<file path="src/rtl/osc_cmd_arbiter.sv">
`default_nettype none
// ============================================================================
// Module   : osc_cmd_arbiter
// Purpose  : Round-robin frame arbiter and load-strobe sequencer for the
//            oscillator command decoder byte port.
// Revision : 1.0
// ============================================================================
module osc_cmd_arbiter #(
    parameter int STROBE_HIGH    = 2,
    parameter int STROBE_GAP     = 2,
    parameter int RESYNC_STROBES = 4
) (
    input  logic       i_clk,
    input  logic       i_rst_n,
    input  logic       i_req0_valid,
    input  logic [7:0] i_req0_data,
    output logic       o_req0_ready,
    input  logic       i_req1_valid,
    input  logic [7:0] i_req1_data,
    output logic       o_req1_ready,
    output logic [7:0] o_data,
    output logic       o_data_load,
    output logic       o_grant,
    output logic       o_busy,
    output logic       o_bad_cmd
);

    localparam int CNT_MAX = (STROBE_HIGH > STROBE_GAP) ? STROBE_HIGH : STROBE_GAP;
    localparam int CW      = (CNT_MAX > 1) ? $clog2(CNT_MAX) : 1;
    localparam int RW      = (RESYNC_STROBES > 1) ? $clog2(RESYNC_STROBES) : 1;

    localparam logic [CW-1:0] C_HIGH_LAST   = CW'(STROBE_HIGH - 1);
    localparam logic [CW-1:0] C_GAP_LAST    = CW'(STROBE_GAP - 1);
    localparam logic [RW-1:0] C_RESYNC_LAST = RW'(RESYNC_STROBES - 1);

    typedef enum logic [2:0] {
        ST_RESYNC = 3'd0,
        ST_IDLE   = 3'd1,
        ST_FETCH  = 3'd2,
        ST_SETUP  = 3'd3,
        ST_HIGH   = 3'd4,
        ST_GAP    = 3'd5
    } state_t;

    typedef enum logic [1:0] {
        K_BYTE   = 2'd0,
        K_FLUSH  = 2'd1,
        K_RESYNC = 2'd2
    } kind_t;

    state_t        state_q, state_d;
    kind_t         kind_q, kind_d;
    logic [CW-1:0] tmr_q, tmr_d;
    logic [1:0]    rem_q, rem_d;
    logic          first_q, first_d;
    logic [RW-1:0] rsy_q, rsy_d;
    logic          ptr_q, ptr_d;
    logic          grant_q, grant_d;
    logic [7:0]    data_q, data_d;
    logic          load_q, load_d;
    logic          rdy0_q, rdy0_d;
    logic          rdy1_q, rdy1_d;
    logic          busy_q, busy_d;
    logic          bad_q, bad_d;

    logic          w_valid;
    logic [7:0]    w_byte;
    logic          w_fire;
    logic [1:0]    w_len;

    // Payload byte count for a command byte; zero marks an unknown command.
    function automatic logic [1:0] payload_len(input logic [7:0] cmd);
        case (cmd)
            8'h01, 8'h11:               return 2'd1;
            8'h02, 8'h12:               return 2'd3;
            8'h03, 8'h04, 8'h13, 8'h14: return 2'd2;
            default:                    return 2'd0;
        endcase
    endfunction

    assign w_valid = grant_q ? i_req1_valid : i_req0_valid;
    assign w_byte  = grant_q ? i_req1_data  : i_req0_data;
    assign w_fire  = w_valid && (grant_q ? rdy1_q : rdy0_q);
    assign w_len   = payload_len(w_byte);

    always_comb begin
        state_d = state_q;
        kind_d  = kind_q;
        tmr_d   = tmr_q;
        rem_d   = rem_q;
        first_d = first_q;
        rsy_d   = rsy_q;
        ptr_d   = ptr_q;
        grant_d = grant_q;
        data_d  = data_q;
        bad_d   = 1'b0;

        case (state_q)
            ST_RESYNC: begin
                data_d  = 8'h00;
                kind_d  = K_RESYNC;
                tmr_d   = C_HIGH_LAST;
                state_d = ST_HIGH;
            end
            ST_IDLE: begin
                if (i_req0_valid || i_req1_valid) begin
                    grant_d = (i_req0_valid && i_req1_valid) ? ptr_q : i_req1_valid;
                    first_d = 1'b1;
                    kind_d  = K_BYTE;
                    state_d = ST_FETCH;
                end
            end
            ST_FETCH: begin
                if (w_fire) begin
                    if (first_q) begin
                        if (w_len == 2'd0) begin
                            bad_d   = 1'b1;
                            ptr_d   = ~ptr_q;
                            state_d = ST_IDLE;
                        end else begin
                            rem_d   = w_len;
                            first_d = 1'b0;
                            data_d  = w_byte;
                            state_d = ST_SETUP;
                        end
                    end else begin
                        rem_d   = rem_q - 2'd1;
                        data_d  = w_byte;
                        state_d = ST_SETUP;
                    end
                end
            end
            ST_SETUP: begin
                tmr_d   = C_HIGH_LAST;
                state_d = ST_HIGH;
            end
            ST_HIGH: begin
                if (tmr_q == '0) begin
                    tmr_d   = C_GAP_LAST;
                    state_d = ST_GAP;
                end else begin
                    tmr_d = tmr_q - CW'(1);
                end
            end
            ST_GAP: begin
                if (tmr_q != '0) begin
                    tmr_d = tmr_q - CW'(1);
                end else begin
                    case (kind_q)
                        K_RESYNC: begin
                            if (rsy_q != '0) begin
                                rsy_d   = rsy_q - RW'(1);
                                state_d = ST_RESYNC;
                            end else begin
                                state_d = ST_IDLE;
                            end
                        end
                        K_FLUSH: begin
                            ptr_d   = ~ptr_q;
                            state_d = ST_IDLE;
                        end
                        default: begin
                            if (rem_q != 2'd0) begin
                                state_d = ST_FETCH;
                            end else begin
                                // Trailing 0x00 strobe commits the frame in the decoder.
                                data_d  = 8'h00;
                                kind_d  = K_FLUSH;
                                state_d = ST_SETUP;
                            end
                        end
                    endcase
                end
            end
            default: begin
                state_d = ST_RESYNC;
            end
        endcase

        load_d = (state_d == ST_HIGH);
        busy_d = (state_d != ST_IDLE);
        rdy0_d = (state_d == ST_FETCH) && !grant_d;
        rdy1_d = (state_d == ST_FETCH) &&  grant_d;
    end

    always_ff @(posedge i_clk) begin
        if (!i_rst_n) begin
            state_q <= ST_RESYNC;
            kind_q  <= K_RESYNC;
            tmr_q   <= '0;
            rem_q   <= 2'd0;
            first_q <= 1'b0;
            rsy_q   <= C_RESYNC_LAST;
            ptr_q   <= 1'b0;
            grant_q <= 1'b0;
            data_q  <= 8'h00;
            load_q  <= 1'b0;
            rdy0_q  <= 1'b0;
            rdy1_q  <= 1'b0;
            busy_q  <= 1'b0;
            bad_q   <= 1'b0;
        end else begin
            state_q <= state_d;
            kind_q  <= kind_d;
            tmr_q   <= tmr_d;
            rem_q   <= rem_d;
            first_q <= first_d;
            rsy_q   <= rsy_d;
            ptr_q   <= ptr_d;
            grant_q <= grant_d;
            data_q  <= data_d;
            load_q  <= load_d;
            rdy0_q  <= rdy0_d;
            rdy1_q  <= rdy1_d;
            busy_q  <= busy_d;
            bad_q   <= bad_d;
        end
    end

    assign o_req0_ready = rdy0_q;
    assign o_req1_ready = rdy1_q;
    assign o_data       = data_q;
    assign o_data_load  = load_q;
    assign o_grant      = grant_q;
    assign o_busy       = busy_q;
    assign o_bad_cmd    = bad_q;

endmodule
`default_nettype wire
</file>
<file path="config.mk">
export PLATFORM = sky130hd
export DESIGN_NAME = osc_cmd_arbiter
export DESIGN_NICKNAME = d
export VERILOG_FILES = /design/src/rtl/osc_cmd_arbiter.sv
export SDC_FILE = /design/constraint.sdc
export NUM_CORES = 1
export LEC_CHECK = 0
export ABC_CLOCK_PERIOD_IN_PS = 2050
export BUFFER_PORTS_ARGS = -buffer_cell sky130_fd_sc_hd__buf_2
export CAP_MARGIN = 0
export CORE_AREA = 10 10 75 61
export DETAILED_ROUTE_END_ITERATION = 10
export DIE_AREA = 0 0 85 71
export PLACE_DENSITY = 0.81
export SYNTH_ARGS = -nofsm -noshare
export SYNTH_HDL_FRONTEND = slang
export SYNTH_SLANG_ARGS = --single-unit
</file>
<file path="constraint.sdc">
create_clock -name i_clk -period 2.05 [get_ports i_clk]
set_input_delay 0 -clock i_clk [delete_from_list [all_inputs] [get_ports i_clk]]
set_output_delay 0 -clock i_clk [all_outputs]
set_load 0.03 [all_outputs]
</file>
=== Word level (Yosys, flattened, before mapping) ===
Memory sizes are Yosys's and may differ from the RTL's.
Cells that the tools add are included.

* Flip-flop bits (word level): 26
* Memory bits (read-only): 64
* Input port bits: 20
* Word-level logic and storage cells: 110
* Memories: 1

* Add/sub/neg operators: 3
* Equality and inequality tests: 20
* Multiplexer cells: 45
* Bitwise operators: 2
* Reductions and logical operators: 25

{| class="wikitable"
|+ Memories
! memory !! words !! width !! read ports !! clocked after Yosys merged registers in !! write ports !! RTL line !! RTL
|-
| (no name shown) || 32 || 2 || 1 || 0 || 0 || 73 || <nowiki>case (cmd)</nowiki>
|}

{| class="wikitable"
|+ Operator list
! cell !! count
|-
| 8-bit two-way mux || 7
|-
| 8-bit one-hot mux with 3 select lines || 1
|-
| 1-bit two-way mux || 18
|-
| 2-bit != test, second input constant || 9
|-
| 2-bit two-way mux || 8
|-
| 3-bit two-way mux || 5
|-
| 3-bit one-hot mux with 5 select lines || 1
|-
| 6-bit AND reduction || 2
|-
| 3-bit by 2-bit == test with 1-bit output, second input constant || 3
|-
| 3-bit == test, second input constant || 3
|-
| 3-bit AND reduction || 3
|-
| 3-bit nonzero test || 3
|-
| 2-bit nonzero test || 4
|-
| 3-bit zero test || 2
|-
| 2-bit one-hot mux with 3 select lines || 1
|-
| 3-bit one-hot mux with 2 select lines || 1
|-
| 5-bit AND reduction || 1
|-
| 1-bit logical AND || 4
|-
| 1-bit one-hot mux with 2 select lines || 2
|-
| 4-bit AND reduction || 1
|-
| 2-bit OR reduction || 2
|-
| 2-bit by 1-bit subtractor with 2-bit output, second input constant || 2
|-
| 3-bit by 1-bit == test with 1-bit output, second input constant || 1
|-
| 3-bit by 1-bit != test with 1-bit output, second input constant || 1
|-
| 9 further kinds || 10
|}

=== Logic depth before layout (Yosys ltp) ===
* Word-level depth: 10
* Depth in mapped cells: 7

=== Worst setup path after synthesis ===
Ideal clock, no wire load.

* Kind: flip-flop to flip-flop
* Start: register grant_q (netlist: o_grant)
* End: register ptr_q
* Library setup time: 72 ps
* Data arrival time: 2,198 ps
* Data required time: 1,978 ps
* Setup slack: -220 ps
* Cell stages (with the launch flop): 8
* Path buffers: 1
* Path through: dfxtp_1 buf_2 mux2i_1 ha_1 o211ai_1 a211oi_2 a221oi_1 mux2i_1

* Cells in the longest elaborated chain, start to end: 6
* Elaborated cells on any way between the ends: 11

{| class="wikitable"
|+ Ends and longest elaborated chain
! what !! RTL line !! RTL
|-
| start: declaration || 58 || <nowiki>logic grant_q, grant_d;</nowiki>
|-
| start signal: assignment || 210 || <nowiki>grant_q <= grant_d;</nowiki>
|-
| 8-bit two-way mux || 82 || <nowiki>assign w_byte = grant_q ? i_req1_data : i_req0_data;</nowiki>
|-
| memory 32 x 2 bit or 3-bit zero test (tied branches) || - ||
|-
| 2-bit two-way mux || 73 ||
|-
| 2-bit zero test || 116 || <nowiki>if (w_len == 2'd0) begin</nowiki>
|-
| 2-bit != test (no source line) || - ||
|-
| 6-bit AND reduction (no source line) (*) || - ||
|-
| end signal: assignment || 209 || <nowiki>ptr_q <= ptr_d;</nowiki>
|-
| end: declaration || 57 || <nowiki>logic ptr_q, ptr_d;</nowiki>
|}

Every way passes the cells marked *; elsewhere a longest branch is shown, timed or not.
A chain may end at the register's enable or synchronous reset.

=== Worst setup path after layout ===
* Start: register grant_q (netlist: o_grant)
* End: register rdy0_q (netlist: o_req0_ready)

* Cells in the longest elaborated chain, start to end: 10
* Elaborated cells on any way between the ends: 17

{| class="wikitable"
|+ Ends and longest elaborated chain
! what !! RTL line !! RTL
|-
| 8-bit two-way mux || 82 ||
|-
| memory 32 x 2 bit or 3-bit zero test (tied branches) || - ||
|-
| 2-bit two-way mux || 73 ||
|-
| 2-bit zero test || 116 ||
|-
| 2-bit two-way mux || 116 ||
|-
| 3-bit two-way mux || 115 || <nowiki>if (first_q) begin</nowiki>
|-
| 3-bit two-way mux || 114 || <nowiki>if (w_fire) begin</nowiki>
|-
| 3-bit one-hot mux with 5 select lines || 98 || <nowiki>case (state_q)</nowiki>
|-
| 3-bit by 2-bit == test with 1-bit output || 182 || <nowiki>rdy0_d = (state_d == ST_FETCH) && !grant_d;</nowiki>
|-
| 1-bit logical AND (*) || 182 ||
|-
| end signal: assignment || 213 || <nowiki>rdy0_q <= rdy0_d;</nowiki>
|-
| end: declaration || 61 || <nowiki>logic rdy0_q, rdy0_d;</nowiki>
|}

Marked as above.

==> flow_metrics.py <==
metrics = {
    "outcome": {
        "status": "completed",
    },
    "floorplan": {
        "die_h_um": 71,
        "start_util": 0.454,
        "row_count": 18,
        "core_area_um2": 3180,
        "dieArea_um2": 6040,
        "ios": 34,
        "die_x_um": 85,
    },
    "pwr": {
        "intPower_mw": 0.755,
        "design_power_total_mw": 1.05,
        "p_per_area_nw_per_um2": 602,
        "seq_power_share": 0.516,
        "switching_power_mw": 0.300,
        "max-vdd-ir-drop_uv": 344,
        "p_sw_frac": 0.285,
        "p_leak_nw": 0.749,
        "p_comb_frac": 0.216,
        "clkPwrFrac": 0.268,
    },
    "synth": {
        "ys_async_sr_fraction": 0,
        "synth-edff-count": 0,
        "ys_seq_area_frac": 0.361,
        "ys_ff_latch": 26,
        "synth_area_um2": 1440,
        "synth_cell_types": 45,
        "syn_area_per_cell_um2": 8.74,
        "ys.flop_type": "dfxtp_1",
        "yosysWarnings": 0,
        "syn_inst": 165,
        "syn_nets": 190,
    },
    "timing": {
        "worst_pin_slew_ns": 0.594,
        "setup_tns_ns": 0,
        "hold_violations": 0,
        "fmax_mhz": 511,
        "finalCritPeriodShare": 0.954,
        "final.min_clock_period_ns": 1.96,
        "final-max-slew-violation-count": 0,
        "setup_viol": 0,
        "relSlewSlack": 0.601,
        "finalClockSkew_ns": 0.00562,
        "setup_slack_ns": 0.0938,
    },
    "critical_path": {
        "crit_end": "o_req0_ready",
        "rrSetupSlack_ns": 0.09,
        "worstReg2RegEnd": "o_req0_ready",
        "critPathRequiredTime_ns": 2.23,
        "reg2regPathDepth": 5,
        "r2r-start": "o_grant",
        "path_class": "flip-flop to flip-flop",
        "worstSetupEndpointType": "flip-flop",
        "crit_start": "o_grant",
        "start_kind": "flip-flop",
        "critPathMaxFanout": 10,
        "crit_arrival_ns": 2.14,
    },
    "cts": {
        "max-clock-path-buffers": 2,
        "htree_levels": 1,
        "cts_root_buf": "clkbuf_8",
        "clk-insertion-delay-late_ns": 0.27,
        "cts_tree": "done",
        "clkSinkCount": 26,
        "cts_buffers": 3,
        "clkTransAtPathRegs_ns": 0.08,
    },
    "final_layout": {
        "layout-drive-gt1-share": 0.296,
        "fillerInstances": 306,
        "final_nets": 230,
        "area_delta_synth_final_pct": 21.5,
        "diodes": 0,
    },
    "route": {
        "via_per_inst": 5.55,
        "drt_pass1_iterations": 4,
        "vias": 1349,
        "totalWireLength_um": 3660,
        "antenna_left": 0,
        "wl_per_cell_um": 15.0,
        "drt_iter0_drc": 143,
        "remaining_drc_errors": 0,
    },
    "global_route": {
        "grt_pass1_wl_um": 6130,
        "grt_max_degree": 21,
        "grt_overflow": 0,
        "track_usage": 0.120,
        "grt_pass1_vias": 1336,
        "grt_antenna_before_repair": 0,
    },
    "placed_design": {
        "place_hpwl_um": 2770,
        "pre_cts_ws_ns": 0.0457,
        "place.gp.congestion": 0.827,
        "io_buffers": 33,
    },
    "hold_path": {
        "hp-class": "input port to flip-flop",
        "hold_path_depth": 3,
    },
    "run": {
        "cap_violations": 0,
    },
}
repair_timing:
action / in CTS / in global routing
hold buffers: 0 / 0
setup buffers: 0 / 0
resized for setup: 0 / 4
setup endpoints to repair: 0 / 11
per-stage QoR:
stage | hold slack, ns | cells | utilization | area [um^2]
final | 0.0427 | 243 | 0.552 | 1750
after global placement | 0.301 | 240 | 0.534 | 1700
after CTS | 0.0379 | 243 | 0.547 | 1740
after global routing | 0.0434 | 243 | 0.552 | 1750
after floorplan | 0.200 | 165 | - | 1450
after detailed placement | 0.327 | 240 | 0.534 | 1700
power groups by stage:
| stage | Clock, mW | Sequential, mW | Combinational (mW) |
|---|---|---|---|
| floorplan | 0 | 0.559 | 0.145 |
| finish | 0.283 | 0.544 | 0.228 |
| global route | 0.319 | 0.547 | 0.251 |
| global placement | 0 | 0.556 | 0.218 |
| CTS | 0.289 | 0.544 | 0.225 |
| detailed placement | 0 | 0.556 | 0.221 |
Yosys cell counts (all sizes together), types with 5 or more instances:
| cell type | instances | area share |
|---|---|---|
| mux2i | 10 | 0.069 |
| o22ai | 10 | 0.043 |
| nor2 | 7 | 0.018 |
| ha | 5 | 0.043 |
| inv | 10 | 0.026 |
| clkbuf | 5 | 0.013 |
| nor2b | 6 | 0.026 |
| dfxtp | 26 | 0.36 |
| nor3 | 6 | 0.021 |
| a21oi | 8 | 0.030 |
| nand2 | 20 | 0.052 |
worst min-delay path by stage:
stage              startpoint   endpoint  slack [ns]
6_report       i_req0_data[4]  o_data[4]        0.04
5_1_grt        i_req0_data[7]  o_data[7]        0.04
4_1_cts        i_req0_data[4]  o_data[4]        0.04
2_1_floorplan         i_rst_n    o_grant        0.20
3_5_place_dp   i_req0_data[4]  o_data[4]        0.33
3_3_place_gp   i_req0_data[4]  o_data[4]        0.30
state kept, by name, indices dropped and copies added, names as in the netlist, 2 cells and up:
| name | cells |
|---|---|
| o_data | 8 |
| state_q | 3 |
| kind_q | 2 |
| rem_q | 2 |
| rsy_q | 2 |
kinds of logic after synthesis:
logic type      count (synthesis)  share of synthesized area
mux                            10                     0.0694
flops                          26                      0.361
fa+ha+maj                       5                     0.0434
buf+inv                        16                     0.0425
compound gates                 46                      0.256
simple gates                   61                      0.222
xor+xnor                        1                    0.00607
layer usage:
metal  track usage  wire length (um)
met5             0                 0
met4        0.0255                28
met3        0.0435               262
met2         0.196              1680
met1         0.147              1680
layout by cell type (no fill, tap or decap), drive strengths merged, types with 2 or more instances in the layout:
cell | synthesis | final
buf | 1 | 41
dfxtp | 26 | 26
nand2 | 20 | 20
inv | 10 | 10
o22ai | 10 | 10
mux2i | 10 | 10
a21oi | 8 | 8
nor2 | 7 | 7
nor2b | 6 | 6
nor3 | 6 | 6
ha | 5 | 5
nand3b | 4 | 4
o21ai | 4 | 4
nand2b | 4 | 4
clkbuf | 5 | 3
o211ai | 3 | 3
a211oi | 3 | 3
nand3 | 2 | 2
or3 | 2 | 2
or3b | 2 | 2
a21o | 2 | 2
or2 | 2 | 2
a31oi | 2 | 2
and2 | 2 | 2
a221oi | 2 | 2
a22oi | 2 | 2
worst max-delay path, stage by stage (launching register included):
cell      delay (ns)
dfxtp_4         0.39
or4_1           0.56
o22a_2          0.27
a22oi_4         0.25
o221ai_2        0.17
nor3_1          0.23
cell type report:
| cell class | instances | area, um^2 | share of cell area |
|---|---|---|---|
| well taps | 40 | 50.0 | 0.0286 |
| repair buffers | 41 | 225 | 0.128 |
| multi-input cells | 123 | 875 | 0.499 |
| inverters | 10 | 37.5 | 0.0214 |
| flip-flops and latches | 26 | 524 | 0.299 |
| clock buffers | 3 | 41.3 | 0.0236 |
Note: power is estimated with default switching activity, not from simulation.
